--- config.mk ---
export PLATFORM = sky130hd
export DESIGN_NAME = bp_be_dcache_decode_queue
export DESIGN_NICKNAME = d
export VERILOG_FILES = /design/src/rtl/bp_be_dcache_decode_queue.sv
export SDC_FILE = /design/constraint.sdc
export NUM_CORES = 1
export LEC_CHECK = 0
export CAP_MARGIN = 20
export CORE_MARGIN = 8
export CORE_UTILIZATION = 57
export DETAILED_ROUTE_END_ITERATION = 10
export HOLD_SLACK_MARGIN = 0.02
export PLACE_DENSITY = 0.8
export SLEW_MARGIN = 20
export SYNTH_ARGS = -nofsm -noshare
export SYNTH_HDL_FRONTEND = slang
export SYNTH_SLANG_ARGS = --single-unit
--- constraint.sdc ---
create_clock -name clk_i -period 6.4 [get_ports clk_i]
set_input_delay 0.96 -clock clk_i [delete_from_list [all_inputs] [get_ports clk_i]]
set_output_delay 0.96 -clock clk_i [all_outputs]
set_load 0.1 [all_outputs]
--- src/rtl/bp_be_dcache_decode_queue.sv ---
// Registered D$ packet decoder with an els_p-deep FIFO between the MMU/TLB
// issue logic and the dcache TL stage. L1-resident AMOs can be split into a
// load micro-op followed by a store micro-op.

package bp_be_dcache_decode_queue_pkg;

  localparam int dword_width_gp       = 64;
  localparam int page_offset_width_gp = 12;
  localparam int reg_addr_width_gp    = 5;

  typedef enum logic [1:0] {
    e_none = 2'd0,
    e_l1   = 2'd1,
    e_l2   = 2'd2
  } bp_amo_support_e;

  typedef enum logic [5:0] {
    e_dcache_op_lb       = 6'd0,
    e_dcache_op_lh       = 6'd1,
    e_dcache_op_lw       = 6'd2,
    e_dcache_op_ld       = 6'd3,
    e_dcache_op_lbu      = 6'd4,
    e_dcache_op_lhu      = 6'd5,
    e_dcache_op_lwu      = 6'd6,
    e_dcache_op_sb       = 6'd7,
    e_dcache_op_sh       = 6'd8,
    e_dcache_op_sw       = 6'd9,
    e_dcache_op_sd       = 6'd10,
    e_dcache_op_lrw      = 6'd11,
    e_dcache_op_scw      = 6'd12,
    e_dcache_op_lrd      = 6'd13,
    e_dcache_op_scd      = 6'd14,
    e_dcache_op_amoswapw = 6'd15,
    e_dcache_op_amoaddw  = 6'd16,
    e_dcache_op_amoxorw  = 6'd17,
    e_dcache_op_amoandw  = 6'd18,
    e_dcache_op_amoorw   = 6'd19,
    e_dcache_op_amominw  = 6'd20,
    e_dcache_op_amomaxw  = 6'd21,
    e_dcache_op_amominuw = 6'd22,
    e_dcache_op_amomaxuw = 6'd23,
    e_dcache_op_amoswapd = 6'd24,
    e_dcache_op_amoaddd  = 6'd25,
    e_dcache_op_amoxord  = 6'd26,
    e_dcache_op_amoandd  = 6'd27,
    e_dcache_op_amoord   = 6'd28,
    e_dcache_op_amomind  = 6'd29,
    e_dcache_op_amomaxd  = 6'd30,
    e_dcache_op_amominud = 6'd31,
    e_dcache_op_amomaxud = 6'd32,
    e_dcache_op_fencei   = 6'd33
  } bp_be_dcache_fu_op_e;

  typedef struct packed {
    logic [reg_addr_width_gp-1:0]    rd_addr;
    bp_be_dcache_fu_op_e             opcode;
    logic [page_offset_width_gp-1:0] page_offset;
    logic [dword_width_gp-1:0]       data;
  } bp_be_dcache_pkt_s;

  typedef struct packed {
    logic load_op;
    logic store_op;
    logic signed_op;
    logic byte_op;
    logic half_op;
    logic word_op;
    logic double_op;
    logic lr_op;
    logic sc_op;
    logic amoswap_op;
    logic amoadd_op;
    logic amoxor_op;
    logic amoand_op;
    logic amoor_op;
    logic amomin_op;
    logic amomax_op;
    logic amominu_op;
    logic amomaxu_op;
    logic fencei_op;
    logic no_return;
    logic l2_op;
  } bp_be_dcache_pipeline_s;

  localparam int dcache_pkt_width_lp             = $bits(bp_be_dcache_pkt_s);
  localparam int dcache_pipeline_struct_width_lp = $bits(bp_be_dcache_pipeline_s);

endpackage

module bp_be_dcache_decode_queue
  import bp_be_dcache_decode_queue_pkg::*;
  #(parameter int              els_p                  = 4
   ,parameter int              amo_split_p            = 1
   ,parameter bp_amo_support_e lr_sc_p                = e_l1
   ,parameter bp_amo_support_e amo_swap_p             = e_l1
   ,parameter bp_amo_support_e amo_fetch_logic_p      = e_l2
   ,parameter bp_amo_support_e amo_fetch_arithmetic_p = e_l1
   )
  (input  logic                                       clk_i
  ,input  logic                                       reset_i
  ,input  logic                                       poison_i
  ,input  logic                                       v_i
  ,input  logic [dcache_pkt_width_lp-1:0]             pkt_i
  ,output logic                                       ready_o
  ,output logic                                       v_o
  ,output logic [dcache_pipeline_struct_width_lp-1:0] decoded_o
  ,output logic [dcache_pkt_width_lp-1:0]             pkt_o
  ,input  logic                                       yumi_i
  );

  localparam int ptr_width_lp = $clog2(els_p);
  localparam int cnt_width_lp = $clog2(els_p + 1);

  typedef logic [ptr_width_lp-1:0] ptr_t;
  typedef logic [cnt_width_lp-1:0] cnt_t;

  typedef struct packed {
    bp_be_dcache_pipeline_s decoded;
    bp_be_dcache_pkt_s      pkt;
  } entry_s;

  typedef enum logic {e_pass, e_split} state_e;

  // Standard D$ decode; l2_op comes from the config field of the opcode class
  function automatic bp_be_dcache_pipeline_s decode_pkt(input bp_be_dcache_pkt_s pkt);
    bp_be_dcache_pipeline_s d;
    bp_be_dcache_fu_op_e    op;
    logic is_load, is_store, is_lr, is_sc, is_amo, is_fencei, is_unsigned;
    logic is_amo_logic, is_amo_arith;
    op          = pkt.opcode;
    is_load     = op inside {e_dcache_op_lb, e_dcache_op_lh, e_dcache_op_lw, e_dcache_op_ld,
                             e_dcache_op_lbu, e_dcache_op_lhu, e_dcache_op_lwu};
    is_store    = op inside {e_dcache_op_sb, e_dcache_op_sh, e_dcache_op_sw, e_dcache_op_sd};
    is_lr       = op inside {e_dcache_op_lrw, e_dcache_op_lrd};
    is_sc       = op inside {e_dcache_op_scw, e_dcache_op_scd};
    is_amo      = op inside {[e_dcache_op_amoswapw:e_dcache_op_amomaxud]};
    is_fencei   = (op == e_dcache_op_fencei);
    is_unsigned = op inside {e_dcache_op_lbu, e_dcache_op_lhu, e_dcache_op_lwu};

    d            = '0;
    d.load_op    = is_load | is_lr | is_amo;
    d.store_op   = is_store | is_sc | is_amo;
    d.signed_op  = (is_load & ~is_unsigned) | is_store | is_lr | is_sc | is_amo | is_fencei;
    d.byte_op    = op inside {e_dcache_op_lb, e_dcache_op_lbu, e_dcache_op_sb};
    d.half_op    = op inside {e_dcache_op_lh, e_dcache_op_lhu, e_dcache_op_sh};
    d.word_op    = op inside {e_dcache_op_lw, e_dcache_op_lwu, e_dcache_op_sw, e_dcache_op_lrw,
                              e_dcache_op_scw, [e_dcache_op_amoswapw:e_dcache_op_amomaxuw]};
    d.double_op  = op inside {e_dcache_op_ld, e_dcache_op_sd, e_dcache_op_lrd, e_dcache_op_scd,
                              [e_dcache_op_amoswapd:e_dcache_op_amomaxud]};
    d.lr_op      = is_lr;
    d.sc_op      = is_sc;
    d.amoswap_op = op inside {e_dcache_op_amoswapw, e_dcache_op_amoswapd};
    d.amoadd_op  = op inside {e_dcache_op_amoaddw, e_dcache_op_amoaddd};
    d.amoxor_op  = op inside {e_dcache_op_amoxorw, e_dcache_op_amoxord};
    d.amoand_op  = op inside {e_dcache_op_amoandw, e_dcache_op_amoandd};
    d.amoor_op   = op inside {e_dcache_op_amoorw, e_dcache_op_amoord};
    d.amomin_op  = op inside {e_dcache_op_amominw, e_dcache_op_amomind};
    d.amomax_op  = op inside {e_dcache_op_amomaxw, e_dcache_op_amomaxd};
    d.amominu_op = op inside {e_dcache_op_amominuw, e_dcache_op_amominud};
    d.amomaxu_op = op inside {e_dcache_op_amomaxuw, e_dcache_op_amomaxud};
    d.fencei_op  = is_fencei;
    d.no_return  = is_store | is_fencei;

    is_amo_logic = d.amoxor_op | d.amoand_op | d.amoor_op;
    is_amo_arith = d.amoadd_op | d.amomin_op | d.amomax_op | d.amominu_op | d.amomaxu_op;
    d.l2_op      = ((is_lr | is_sc) & (lr_sc_p == e_l2))
                 | (d.amoswap_op    & (amo_swap_p == e_l2))
                 | (is_amo_logic    & (amo_fetch_logic_p == e_l2))
                 | (is_amo_arith    & (amo_fetch_arithmetic_p == e_l2));
    return d;
  endfunction

  entry_s            mem_r [els_p];
  ptr_t              wptr_r, rptr_r;
  cnt_t              count_r;
  state_e            state_r;
  bp_be_dcache_pkt_s split_pkt_r;

  bp_be_dcache_pkt_s      pkt_li;
  bp_be_dcache_pipeline_s in_decoded, split_a, split_b;
  entry_s                 wr_entry, head_entry;
  logic                   full, empty, in_is_amo, split_start;
  logic                   enq_pass, enq_split, enq, deq;

  assign pkt_li     = pkt_i;
  assign full       = (count_r == cnt_t'(els_p));
  assign empty      = (count_r == '0);
  assign ready_o    = ~full & (state_r == e_pass) & ~reset_i;
  assign head_entry = mem_r[rptr_r];
  assign v_o        = ~empty;
  assign decoded_o  = head_entry.decoded;
  assign pkt_o      = head_entry.pkt;

  // Decode the incoming packet, build both split halves and pick what gets written
  always_comb begin
    in_decoded         = decode_pkt(pkt_li);
    in_is_amo          = in_decoded.amoswap_op | in_decoded.amoadd_op | in_decoded.amoxor_op
                       | in_decoded.amoand_op | in_decoded.amoor_op | in_decoded.amomin_op
                       | in_decoded.amomax_op | in_decoded.amominu_op | in_decoded.amomaxu_op;
    split_start        = (amo_split_p != 0) & in_is_amo & ~in_decoded.l2_op;

    split_a            = in_decoded;
    split_a.store_op   = 1'b0;
    split_a.load_op    = 1'b1;
    split_a.signed_op  = 1'b1;
    split_a.amoswap_op = 1'b0;
    split_a.amoadd_op  = 1'b0;
    split_a.amoxor_op  = 1'b0;
    split_a.amoand_op  = 1'b0;
    split_a.amoor_op   = 1'b0;
    split_a.amomin_op  = 1'b0;
    split_a.amomax_op  = 1'b0;
    split_a.amominu_op = 1'b0;
    split_a.amomaxu_op = 1'b0;

    split_b            = decode_pkt(split_pkt_r);
    split_b.load_op    = 1'b0;

    enq_pass  = v_i & ready_o;
    enq_split = (state_r == e_split) & ~full;
    enq       = (enq_pass | enq_split) & ~poison_i;
    deq       = yumi_i & v_o & ~poison_i;

    wr_entry = '0;
    if (state_r == e_split) begin
      wr_entry.decoded = split_b;
      wr_entry.pkt     = split_pkt_r;
    end else if (split_start) begin
      wr_entry.decoded = split_a;
      wr_entry.pkt     = pkt_li;
    end else begin
      wr_entry.decoded = in_decoded;
      wr_entry.pkt     = pkt_li;
    end
  end

  // FIFO storage; contents need no reset because occupancy gates visibility
  always_ff @(posedge clk_i) begin
    if (enq) begin
      mem_r[wptr_r] <= wr_entry;
    end
  end

  // Remember the AMO being split so its store half can be issued next
  always_ff @(posedge clk_i) begin
    if (enq_pass & split_start & (state_r == e_pass)) begin
      split_pkt_r <= pkt_li;
    end
  end

  // Pointers, occupancy and split FSM; poison behaves like a reset
  always_ff @(posedge clk_i) begin
    if (reset_i | poison_i) begin
      wptr_r  <= '0;
      rptr_r  <= '0;
      count_r <= '0;
      state_r <= e_pass;
    end else begin
      if (enq) begin
        wptr_r <= wptr_r + ptr_t'(1);
      end
      if (deq) begin
        rptr_r <= rptr_r + ptr_t'(1);
      end
      if (enq & ~deq) begin
        count_r <= count_r + cnt_t'(1);
      end else if (~enq & deq) begin
        count_r <= count_r - cnt_t'(1);
      end
      case (state_r)
        e_pass:  if (enq_pass & split_start) state_r <= e_split;
        e_split: if (~full) state_r <= e_pass;
        default: state_r <= e_pass;
      endcase
    end
  end

  // Consuming an empty queue is a protocol error by the TL stage
  assert property (@(posedge clk_i) disable iff (reset_i) !(yumi_i && !v_o));

endmodule

Yosys cells after proc, flatten, opt, wreduce, memory -nomap -nowiden
Memories as Yosys holds them, arrays and structs flattened. A register that Yosys moved wholly into a read port is not among the register bits.
Index checks and enable logic that the tools add are counted.
- register bits: 95
- memory bits (writable): 432
- input port bits: 92
- output and inout port bits: 110
- memories: 1
- $add $sub $neg: 4
- magnitude comparators: 8
- equality and inequality tests: 67
- muxes and demuxes: 11
- bitwise gates (word level): 56
- reduce and logical (&&, ||, !) cells: 46
- memory list (memory ; words ; width ; read ports ; clocked after Yosys merged registers in ; write ports ; RTL line ; source):
    mem_r ; 4 ; 108 ; 1 ; 1 ; 1 ; 173 ; entry_s mem_r [els_p];
- operators with widths (kind ; count):
    two-way mux 108 bit ; 2
    == test 6 x 5 -> 1 bit, second input constant ; 32
    == test 6 x 4 -> 1 bit, second input constant ; 16
    == test 6 x 3 -> 1 bit, second input constant ; 8
    nonzero test 2 bit ; 23
    bitwise OR 1 bit ; 32
    == test 6 x 2 -> 1 bit, second input constant ; 4
    == test 6 bit, second input constant ; 4
    nonzero test 3 bit ; 6
    bitwise AND 1 bit ; 14
    nonzero test 7 bit ; 2
    == test 6 x 1 -> 1 bit, second input constant ; 2
    greater-or-equal comparator 6 x 4 -> 1 bit, second input constant ; 2
    greater-or-equal comparator 6 x 5 -> 1 bit, second input constant ; 2
    <= comparator 6 x 5 -> 1 bit, second input constant ; 2
    <= comparator 6 bit, second input constant ; 2
    logical NOT 6 bit ; 2
    nonzero test 6 bit ; 2
    NOT 1 bit ; 10
    nonzero test 5 bit ; 2
    nonzero test 4 bit ; 2
    logical AND 1 bit ; 6
    two-way mux 3 bit ; 2
    adder 2 x 1 -> 2 bit, second input constant ; 2
    other kinds (7) ; 11

Logic depth before layout (Yosys ltp)
- word-level depth: 14
- depth in mapped cells: 9
- gate-level depth less buffers: 9

Least setup slack after synthesis
OpenSTA, ideal clock, no wires.
- kind: in2reg
- start point: in reset_i
- end point: reg split_pkt_r[0] (netlist name), enable pin
- arrival: 6.926 ns
- required time: 5.866 ns
- setup slack: -1.060 ns
- stages: 3
- cells stage by stage: nor3_1 -> nand2_1 -> nor2_1
- word-level cells in the longest chain between the ends: 5
- ends and longest elaborated chain (item ; RTL line ; source):
    from (decl) ; 100 ; ,input logic reset_i
    NOT 1 bit ; 188 ; assign ready_o = ~full & (state_r == e_pass) & ~reset_i;
    bitwise AND 1 bit ; 188 ;
    bitwise AND 1 bit ; 219 ; enq_pass = v_i & ready_o;
    bitwise AND 1 bit (2 in a row) ; 246 ; if (enq_pass & split_start & (state_r == e_pass)) begin
    to (signal assigned) ; 247 ; split_pkt_r <= pkt_li;
    to (decl) ; 177 ; bp_be_dcache_pkt_s split_pkt_r;
No other way between the ends.
A chain may end at the register's enable or synchronous reset.

==> results.sh <==
export IMPL_final_cells=1689
export IMPL_start_util_pct=58.00
export IMPL_fmax_mhz=212.4
export IMPL_cts_resized=0
export IMPL_r2r_slack_ns=2.80
export IMPL_routabilityCongestion=0.8472
export IMPL_row_count=69
export IMPL_pwr_density_cell_nw_per_um2=299.2
export IMPL_clkPwrFrac_pct=40.9
export IMPL_crit_cells=3
export IMPL_dp_cells=1594
export IMPL_critPathTopFamily="buffers and inverters"
export IMPL_clk_latency_ns=0.56
export IMPL_p_int_mw=5.830
export IMPL_ir_drop_mv=0.2460
export IMPL_leakage_nw=7.800
export IMPL_crit_path_end="pkt_o[22]"
export IMPL_worst_ep_arrival_time_ns=3.75
export IMPL_holdCritPathClass="flop to flop"
export IMPL_synthTopCellsByArea="edfxtp_1, mux4_2, mux2_2"
export IMPL_synth_most_common_cell="edfxtp_1"
export IMPL_post_route_period_util_pct=73.56
export IMPL_crit_buf_inv=2
export IMPL_netlist_area_um2=20630
export IMPL_die_w_um=206.2
export IMPL_htreeDepth=2
export IMPL_cts_sinks=529
export IMPL_grt_pass1_vias=10480
export IMPL_ctsHoldBuffers=0
export IMPL_core_area_um2=35570
export IMPL_critPathRequiredTime_ns=5.44
export IMPL_routed_wl_um=41690
export IMPL_cpPeakStageDelay_ns=0.99
export IMPL_finalPower_mw=7.443
export IMPL_drtIter0Drc=747
export IMPL_p_sw_share_pct=21.66
export IMPL_worst_slew_pin_transition_ns=1.080
export IMPL_track_usage_pct=19.64
export IMPL_r2r_cells=5
export IMPL_clockRootBuffer="clkbuf_16"
export IMPL_antenna_found_initial=0
export IMPL_synth_edf_count=519
export IMPL_end_kind="primary output"
export IMPL_yosysSeqAreaShare_pct=76.52
export IMPL_grt_pass1_wl_um=63270
export IMPL_nets=1285
export IMPL_drc=0
export IMPL_fin_skew_ns=0.01865
export IMPL_synth_avg_cell_area_um2=21.20
export IMPL_maxCapViolations=0
export IMPL_yosysTopAreaCellShare_pct=75.55
export IMPL_grt_max_degree=105
export IMPL_rsz0062_at_grt="false"
export IMPL_cts_buffer_depth=3
export IMPL_outcome="finished, final reports clean"
export IMPL_synth_warnings=0
export IMPL_die_area_um2=42540
export IMPL_crit_chain="buf_4 > mux4_2 > clkdlybuf4s50_1"
export IMPL_viasPerCell=5.969
export IMPL_netlist_instances=973
export IMPL_port_buffers=201
export IMPL_clk_pin_slew_ns=0.06
export IMPL_hold_viol_final=0
export IMPL_hold_start="count_r[2]"
export IMPL_dieHeight_um=206.2
export IMPL_ys_ff_latch=529
export IMPL_finalSetupTns_ns=0
export IMPL_synth_async_reset_ratio_pct=0
export IMPL_synthFlopType="edfxtp_1"
export IMPL_cts_buffers=51
export IMPL_dp_hpwl_um=25420
export IMPL_drtAntennaViolNets=0
export IMPL_comb_power_share_pct=7.1
export IMPL_switchingPower_mw=1.612
export IMPL_cts_tree="done"
export IMPL_wire_per_inst_um=24.68
export IMPL_reg2reg_to="mem_r[0][14]"
export IMPL_synth_area_leader_cell="edfxtp_1"
export IMPL_diodes=0
export IMPL_synthToLayoutAreaGrowth_pct=20.57
export IMPL_ys_types=55
export IMPL_timing_rr_start="state_r"
export IMPL_firstDrtPassIters=6
export IMPL_drive_above_1_share_pct=24.76
export IMPL_cp_max_fo=41
export IMPL_finalSetupViolCount=0
export IMPL_pwr_share_seq_pct=52.0
export IMPL_finalCriticalPeriod_ns=4.708
export IMPL_vias=10080
export IMPL_grt_ovfl_total=0
export IMPL_cp_start_kind="flop"
export IMPL_postCtsSetupRepairBufs=0
export IMPL_syn_num_nets=1071
export IMPL_cpMaxStageDelayCell="clkdlybuf4s50_1"
export IMPL_synth_common_cells="edfxtp_1, mux4_2, mux2_2, nor2_1, buf_2"
export IMPL_relSlewSlack_pct=28.01
export IMPL_drv_slew=0
export IMPL_boundaryPins=202
export IMPL_critPathKind="flop to primary output"
## power by group through the flow
| stage | combinational, mW | sequential (mW) | clock, mW |
|---|---|---|---|
| 2_1_floorplan | 0.360 | 3.94 | 0 |
| 3_3_place_gp | 0.522 | 3.94 | 0 |
| 3_5_place_dp | 0.530 | 3.95 | 0 |
| 4_1_cts | 0.532 | 3.87 | 3.09 |
| 5_1_grt | 0.553 | 3.87 | 3.22 |
| 6_report | 0.528 | 3.87 | 3.04 |
## layer usage
| metal | global-route usage (%) | vias to the layer above | part of all wire, % |
|---|---|---|---|
| li1 | - | 4434 | - |
| met2 | 31.95 | 378 | 49 |
| met4 | 5.120 | 0 | 1.9 |
| met5 | 0 | - | 0 |
| met3 | 3.621 | 54 | 7.2 |
| met1 | 27.40 | 5215 | 41 |
## worst register-to-register path, cell delays in order, from the launching register on
cell,delay [ns]
dfxtp_4,0.92
inv_2,0.28
a21o_1,0.28
nor2_1,0.34
and2_4,0.85
buf_4,0.56
## through the flow
| stage | setup WS, ns | util (%) | hold slack, ns | cell area (um^2) |
|---|---|---|---|---|
| floorplan | 0.3429 | - | 0.4619 | 20630 |
| global placement | 2.195 | 65.02 | 0.4785 | 23130 |
| detailed placement | 2.167 | 65.02 | 0.4953 | 23130 |
| CTS | 1.559 | 69.87 | 0.5048 | 24850 |
| global route | 1.417 | 69.93 | 0.5709 | 24870 |
| finish | 1.692 | 69.93 | 0.5074 | 24870 |
## cell type report
type	instances	area [um^2]
clock buffer	58	1355
inverter	12	45.04
fill	2242	10700
tap	461	576.8
timing repair buffer	215	2180
sequential	529	15800
multi-input combinational	378	4549
clock inverter	36	371.6
## cell families (layout without fill, tap and decap cells)
group	count (synthesis)	in the layout	synth area share [%]
compound gates	57	57	1.923
xor+xnor	10	10	0.4246
fa+ha+maj	6	6	0.4003
buf+inv	66	321	1.516
flops	529	529	76.52
mux	194	194	16.47
simple gates	111	111	2.754
## sequential cells by signal (all words and copies together), names as in the netlist, named ones only
| signal | cells |
|---|---|
| mem_r | 432 |
| split_pkt_r | 87 |
| count_r | 3 |
| rptr_r | 2 |
| wptr_r | 2 |
| state_r | 1 |
## placed cells by master, fill, tap and decap left out, types with 4 or more instances in the layout
| master | netlist | routed |
|---|---|---|
| clkbuf_1 | 16 | 4 |
| a21oi_1 | 10 | 10 |
| clkinv_1 | 0 | 11 |
| o21ai_0 | 13 | 13 |
| nor2_1 | 35 | 34 |
| ha_1 | 5 | 5 |
| o31ai_1 | 5 | 5 |
| edfxtp_1 | 519 | 519 |
| buf_12 | 0 | 5 |
| clkdlybuf4s50_1 | 0 | 201 |
| bufinv_16 | 0 | 7 |
| clkbuf_16 | 0 | 53 |
| nand2b_1 | 5 | 5 |
| nand3_1 | 5 | 5 |
| nand2_1 | 21 | 21 |
| mux2_2 | 83 | 83 |
| inv_1 | 8 | 8 |
| dfxtp_1 | 10 | 7 |
| o22ai_1 | 5 | 5 |
| buf_4 | 3 | 9 |
| and2_4 | 0 | 4 |
| and3_1 | 6 | 6 |
| inv_2 | 4 | 4 |
| clkinv_2 | 0 | 11 |
| xnor2_1 | 7 | 7 |
| nor3b_1 | 7 | 7 |
| nor3_1 | 12 | 12 |
| mux4_2 | 108 | 108 |
## how the worst min path moves through the flow
stage / cells after the start / slack (ns) / end
after CTS: 2 / 0.50 / count_r[2]
final: 2 / 0.51 / count_r[2]
after global placement: 2 / 0.48 / count_r[2]
after global routing: 2 / 0.57 / count_r[2]
after floorplan: 2 / 0.46 / count_r[2]
after detailed placement: 2 / 0.50 / count_r[2]
(Power assumes the default switching activity.)
